### src/rtl/ram_fifo_ctrl.sv
// ram_fifo_ctrl: stream FIFO controller wrapped around an external dual-port RAM.
// One RAM port writes, the other reads. A 2-entry output stage hides the RAM's
// 1-cycle read latency, so the stream runs at one word per cycle in both
// directions. Total capacity is DEPTH words in RAM plus 2 in the output stage.
module ram_fifo_ctrl #(
  parameter int WIDTH = 8,
  parameter int ADDR  = 4,
  parameter int DEPTH = 16
) (
  input  logic             clk,
  input  logic             rst_n,
  input  logic             flush,
  input  logic             s_valid,
  output logic             s_ready,
  input  logic [WIDTH-1:0] s_data,
  output logic             m_valid,
  input  logic             m_ready,
  output logic [WIDTH-1:0] m_data,
  output logic [ADDR+1:0]  count,
  output logic             ram_wen,
  output logic             ram_we,
  output logic [ADDR-1:0]  ram_waddr,
  output logic [WIDTH-1:0] ram_wdata,
  output logic             ram_ren,
  output logic [ADDR-1:0]  ram_raddr,
  input  logic [WIDTH-1:0] ram_rdata
);

  localparam int PW = ADDR + 1;

  // Pointers carry one extra wrap bit so that full and empty are distinguishable.
  logic [PW-1:0]    wptr_q, wptr_d;
  logic [PW-1:0]    rptr_q, rptr_d;
  logic             inflight_q, inflight_d;
  logic [1:0]       stage_cnt_q, stage_cnt_d;
  logic [WIDTH-1:0] stage0_q, stage0_d;
  logic [WIDTH-1:0] stage1_q, stage1_d;
  logic [ADDR+1:0]  count_q, count_d;

  logic [PW-1:0]    mem_cnt_s;
  logic             full_s;
  logic             push_s;
  logic             pop_s;
  logic             ren_s;
  logic [2:0]       occ_s;
  logic [1:0]       cnt_after_pop_s;

  // Handshake decode and RAM port drive, all from registered state plus inputs.
  always_comb begin
    mem_cnt_s = wptr_q - rptr_q;
    full_s    = (mem_cnt_s == PW'(DEPTH));
    s_ready   = !full_s && rst_n;
    // A flush in the same cycle discards the incoming word.
    push_s    = s_valid && s_ready && !flush;
    m_valid   = (stage_cnt_q != 2'd0);
    pop_s     = m_valid && m_ready;
    // Output-stage occupancy once this cycle's pop leaves and any in-flight read lands.
    occ_s     = {1'b0, stage_cnt_q} + {2'b00, inflight_q} - {2'b00, pop_s};
    // Reads are issued only when the word they fetch is guaranteed a stage slot.
    ren_s     = (mem_cnt_s != {PW{1'b0}}) && !flush && (occ_s < 3'd2);

    ram_wen   = push_s;
    ram_we    = push_s;
    ram_waddr = wptr_q[ADDR-1:0];
    ram_wdata = s_data;
    ram_ren   = ren_s;
    ram_raddr = rptr_q[ADDR-1:0];

    m_data    = stage0_q;
    count     = count_q;
  end

  // Next-state for pointers, in-flight flag, output stage and occupancy count.
  always_comb begin
    wptr_d          = wptr_q;
    rptr_d          = rptr_q;
    inflight_d      = 1'b0;
    stage_cnt_d     = stage_cnt_q;
    stage0_d        = stage0_q;
    stage1_d        = stage1_q;
    count_d         = count_q;
    cnt_after_pop_s = stage_cnt_q - {1'b0, pop_s};

    if (flush) begin
      // Everything is dropped, including a read returning this cycle.
      wptr_d      = {PW{1'b0}};
      rptr_d      = {PW{1'b0}};
      inflight_d  = 1'b0;
      stage_cnt_d = 2'd0;
      stage0_d    = {WIDTH{1'b0}};
      stage1_d    = {WIDTH{1'b0}};
      count_d     = {(ADDR+2){1'b0}};
    end else begin
      if (push_s) begin
        wptr_d = wptr_q + {{(PW-1){1'b0}}, 1'b1};
      end else begin
        wptr_d = wptr_q;
      end

      if (ren_s) begin
        rptr_d = rptr_q + {{(PW-1){1'b0}}, 1'b1};
      end else begin
        rptr_d = rptr_q;
      end
      inflight_d = ren_s;

      // Pop shifts entry 1 forward; the returning read fills the first free slot.
      if (pop_s) begin
        stage0_d = stage1_q;
      end else begin
        stage0_d = stage0_q;
      end

      if (inflight_q) begin
        if (cnt_after_pop_s == 2'd0) begin
          stage0_d = ram_rdata;
        end else begin
          stage1_d = ram_rdata;
        end
      end else begin
        stage1_d = stage1_q;
      end
      stage_cnt_d = cnt_after_pop_s + {1'b0, inflight_q};

      count_d = count_q + {{(ADDR+1){1'b0}}, push_s} - {{(ADDR+1){1'b0}}, pop_s};
    end
  end

  // State registers with asynchronous active-low reset.
  always_ff @(posedge clk or negedge rst_n) begin
    if (!rst_n) begin
      wptr_q      <= {PW{1'b0}};
      rptr_q      <= {PW{1'b0}};
      inflight_q  <= 1'b0;
      stage_cnt_q <= 2'd0;
      stage0_q    <= {WIDTH{1'b0}};
      stage1_q    <= {WIDTH{1'b0}};
      count_q     <= {(ADDR+2){1'b0}};
    end else begin
      wptr_q      <= wptr_d;
      rptr_q      <= rptr_d;
      inflight_q  <= inflight_d;
      stage_cnt_q <= stage_cnt_d;
      stage0_q    <= stage0_d;
      stage1_q    <= stage1_d;
      count_q     <= count_d;
    end
  end

endmodule

### config.mk
export PLATFORM = sky130hd
export DESIGN_NAME = ram_fifo_ctrl
export DESIGN_NICKNAME = d
export VERILOG_FILES = /design/src/rtl/ram_fifo_ctrl.sv
export SDC_FILE = /design/constraint.sdc
export NUM_CORES = 1
export LEC_CHECK = 0
export BUFFER_PORTS_ARGS = -buffer_cell sky130_fd_sc_hd__buf_4
export CAP_MARGIN = 10
export CORE_MARGIN = 3
export CORE_UTILIZATION = 25
export DETAILED_ROUTE_END_ITERATION = 6
export PLACE_DENSITY_LB_ADDON = 0.15
export SYNTH_ARGS = -nofsm -noshare
export SYNTH_HDL_FRONTEND = slang
export SYNTH_SLANG_ARGS = --single-unit
### constraint.sdc
create_clock -name clk -period 3.95 [get_ports clk]
set_input_delay 0.1975 -clock clk [delete_from_list [all_inputs] [get_ports clk]]
set_output_delay 0.1975 -clock clk [all_outputs]
set_load 0.01 [all_outputs]
==> results.yml <==
critical_path:
  cp-end-kind: "flip-flop"
  cp_max_fo: 7
  start_kind: "flip-flop"
  cpPeakStageDelay_ns: 0.40
  crit_path_top_delay_cell: "dfrtp_1"
  regToRegStartpoint: "rptr_q[1]"
  crit_family: "adder cells"
  crit_required_ns: 4.11
  r2r_end: "count[4]"
  rrSetupSlack_ns: 0.36
  critPathBufInv: 3
  cp_data_arrival_time_ns: 3.75
  worstSetupPathType: "flip-flop to flip-flop"
  crit_chain: "inv_1 > ha_1 > nor2b_4 > o31a_4 > xnor2_1 > a41oi_2 > and2_1 > inv_1 > ha_1 > inv_1 > ha_1 > fa_1 > a21oi_1 > nor2_1 > nor2_1 > xor2_1 > nor2_1"
  r2r_cells: 17
clock_network:
  clock-sinks: 35
  cts_setup_buffers: 0
  tritoncts: "done"
  cts_inserted_buffers: 5
  cts_resized: 0
  path_clk_slew_ns: 0.08
  insertion_delay_ns: 0.28
  clockBufferDepth: 2
  h-tree-depth: 2
  hold_buffers: 0
  clockRootBuffer: "clkbuf_8"
synthesis:
  syn_avg_cell_area_um2: 10.2
  synth-edff-count: 0
  synth_compound_area_share_pct: 10.2
  yosysWarnings: 0
  synth_top_family_by_area: "simple AND/OR/NAND/NOR gates"
  ys_top_cells_by_count: "35 x dfrtp_1, 31 x nor2_1, 19 x inv_1, 19 x mux2i_1, 17 x buf_4"
  syn-cell-area_mm2: 0.00216
  synthSimpleGateAreaFrac_pct: 13.1
  muxShareOfSynthArea_pct: 10.5
  synth-xor-area-share_pct: 5.20
  seq_area_frac_synth_pct: 40.5
  synth_area_leader_cell: "dfrtp_1"
  yosysMostFrequentCell: "dfrtp_1"
  ys_ff_latch: 35
  syn_nets: 251
  netlist_top_cells_area: "dfrtp_1 40%, mux2i_1 8.8%, ha_1 8.7%"
  synthAdderAreaFrac_pct: 10.5
  synth_cell_type_count: 37
  synth_ff_type: "dfrtp_1"
  syn_inst: 213
  synthArstFlopShare_pct: 100
  synth_top_area_share_pct: 40.5
timing:
  fin_setup_tns_ns: 0
  maxSlewViolCount: 0
  finalCritPeriodShare_pct: 90.9
  worst_slew_pin_slew_ns: 0.604
  maxClockFrequency_ghz: 0.278
  hold_ws_ns: -0.00585
  hold_violations: 7
  finalClockSkew_ns: 0.0102
  setup_violations: 0
  layout_setup_ws_ns: 0.358
  min_period_ns: 3.59
  rsz0062_at_grt: "no"
  relSlewSlack_pct: 59.6
global_route:
  antenna_found_initial: 0
  grt_pass1_vias: 1677
  track_usage_pct: 10.7
  grt.overflow.total: 0
  grt_start_max_net_pins: 37
  grt_pass1_wl_um: 8410
die:
  die_w_um: 99.1
  core_area_mm2: 0.00830
  start_util_pct: 26.1
  row_count: 33
  dieHeight_um: 99.1
  ios: 56
  dieArea_mm2: 0.00981
worst_hold_path:
  hp-class: "input port to asynchronous set/reset pin"
finish:
  syn_to_final_growth_pct: 19.3
  num-nets-final: 278
  fin_area_mm2: 0.00258
  final_util_pct: 31.1
  layout-drive-gt1-share_pct: 24.1
  final_cells: 346
  diodes: 0
routing:
  wirelength_um: 4850
  drtIter0Drc: 40
  firstDrtPassIters: 4
  num_vias: 1528
  viasPerCell: 4.42
  avgRoutedWirePerCell_um: 14.0
  ant_nets: 0
  drcViolationCount: 0
placement:
  place_hpwl_um: 3480
  gp_congestion: 0.711
  placed_cells: 338
  post_dp_cell_area_mm2: 0.00246
  place_ws_ns: 0.317
  portBuffers: 39
pwr:
  ir_drop_mv: 0.235
  powerDensity_mw_per_mm2: 707
  power.leakage_nw: 1.33
job:
  maxCapViolations: 0
outcome:
  violations: "hold timing"
  status: "finished with violations"
flip-flops by register name, indices dropped and copies added (netlist names):
name and count:
count 6, inflight_q 1, m_data 8, rptr_q 5
stage1_q 8, stage_cnt_q 2, wptr_q 5
worst max path at each step:
stage	start	endpoint	slack, ns	cells past startpoint
6_report	rptr_q[1]	count[4]	0.36	17
5_1_grt	rptr_q[2]	count[5]	0.004	17
3_5_place_dp	rptr_q[2]	count[4]	0.32	17
4_1_cts	rptr_q[2]	count[4]	0.31	17
2_1_floorplan	wptr_q[1]	count[4]	0.58	16
3_3_place_gp	rptr_q[1]	count[4]	0.36	17
stage by stage:
step           hold WS, ns  power, W
2_1_floorplan      -0.0981   0.00123
3_3_place_gp         0.330   0.00152
3_5_place_dp         0.333   0.00151
4_1_cts            0.00828   0.00187
5_1_grt             0.0245   0.00201
6_report          -0.00585   0.00183
area by class of cell:
type | count | area, um^2
Fill cell | 870 | 5720
Multi-Input combinational cell | 137 | 1070
Sequential cell | 35 | 876
Clock buffer | 6 | 82.6
Timing Repair Buffer | 42 | 315
Tap cell | 105 | 131
Inverter | 19 | 71.3
Clock inverter | 2 | 35.0
logic make-up (layout without fill, tap and decap cells):
kind of cell,count (synthesis),count (layout)
AND/OR/NAND/NOR,60,60
buffers and inverters,41,69
flip-flops,35,35
AO/OA/AOI/OAI,26,26
multiplexers,22,22
adder cells (fa/ha/maj),17,17
XOR/XNOR,12,12
metal layers:
metal	global-route usage [%]	wire length [um]	vias to the layer above
li1	-	-	758
met5	0	0	-
met4	3.05	42	0
met3	2.97	222	7
met1	13.9	2260	735
met2	17.3	2320	28
cell usage in the layout (no fill, tap or decap), types with 2 or more instances in the layout:
| cell | count |
|---|---|
| buf_4 | 42 |
| dfrtp_1 | 35 |
| nor2_1 | 31 |
| inv_1 | 19 |
| mux2i_1 | 19 |
| ha_1 | 15 |
| nand2_1 | 9 |
| xnor2_1 | 8 |
| a211oi_1 | 8 |
| a21oi_1 | 6 |
| nor2b_1 | 6 |
| clkbuf_8 | 6 |
| nand3_1 | 4 |
| xor2_1 | 3 |
| a21o_1 | 2 |
| nand4_1 | 2 |
| mux2_1 | 2 |
| or4_1 | 2 |
| fa_1 | 2 |
report_power, final:
part | internal, W | switching [W]
combinational | 0.000463 | 0.000499
sequential | 0.000453 | 0.0000729
clock | 0.000204 | 0.000133
total | 0.00112 | 0.000705
Power figures use the tool's default switching activity.
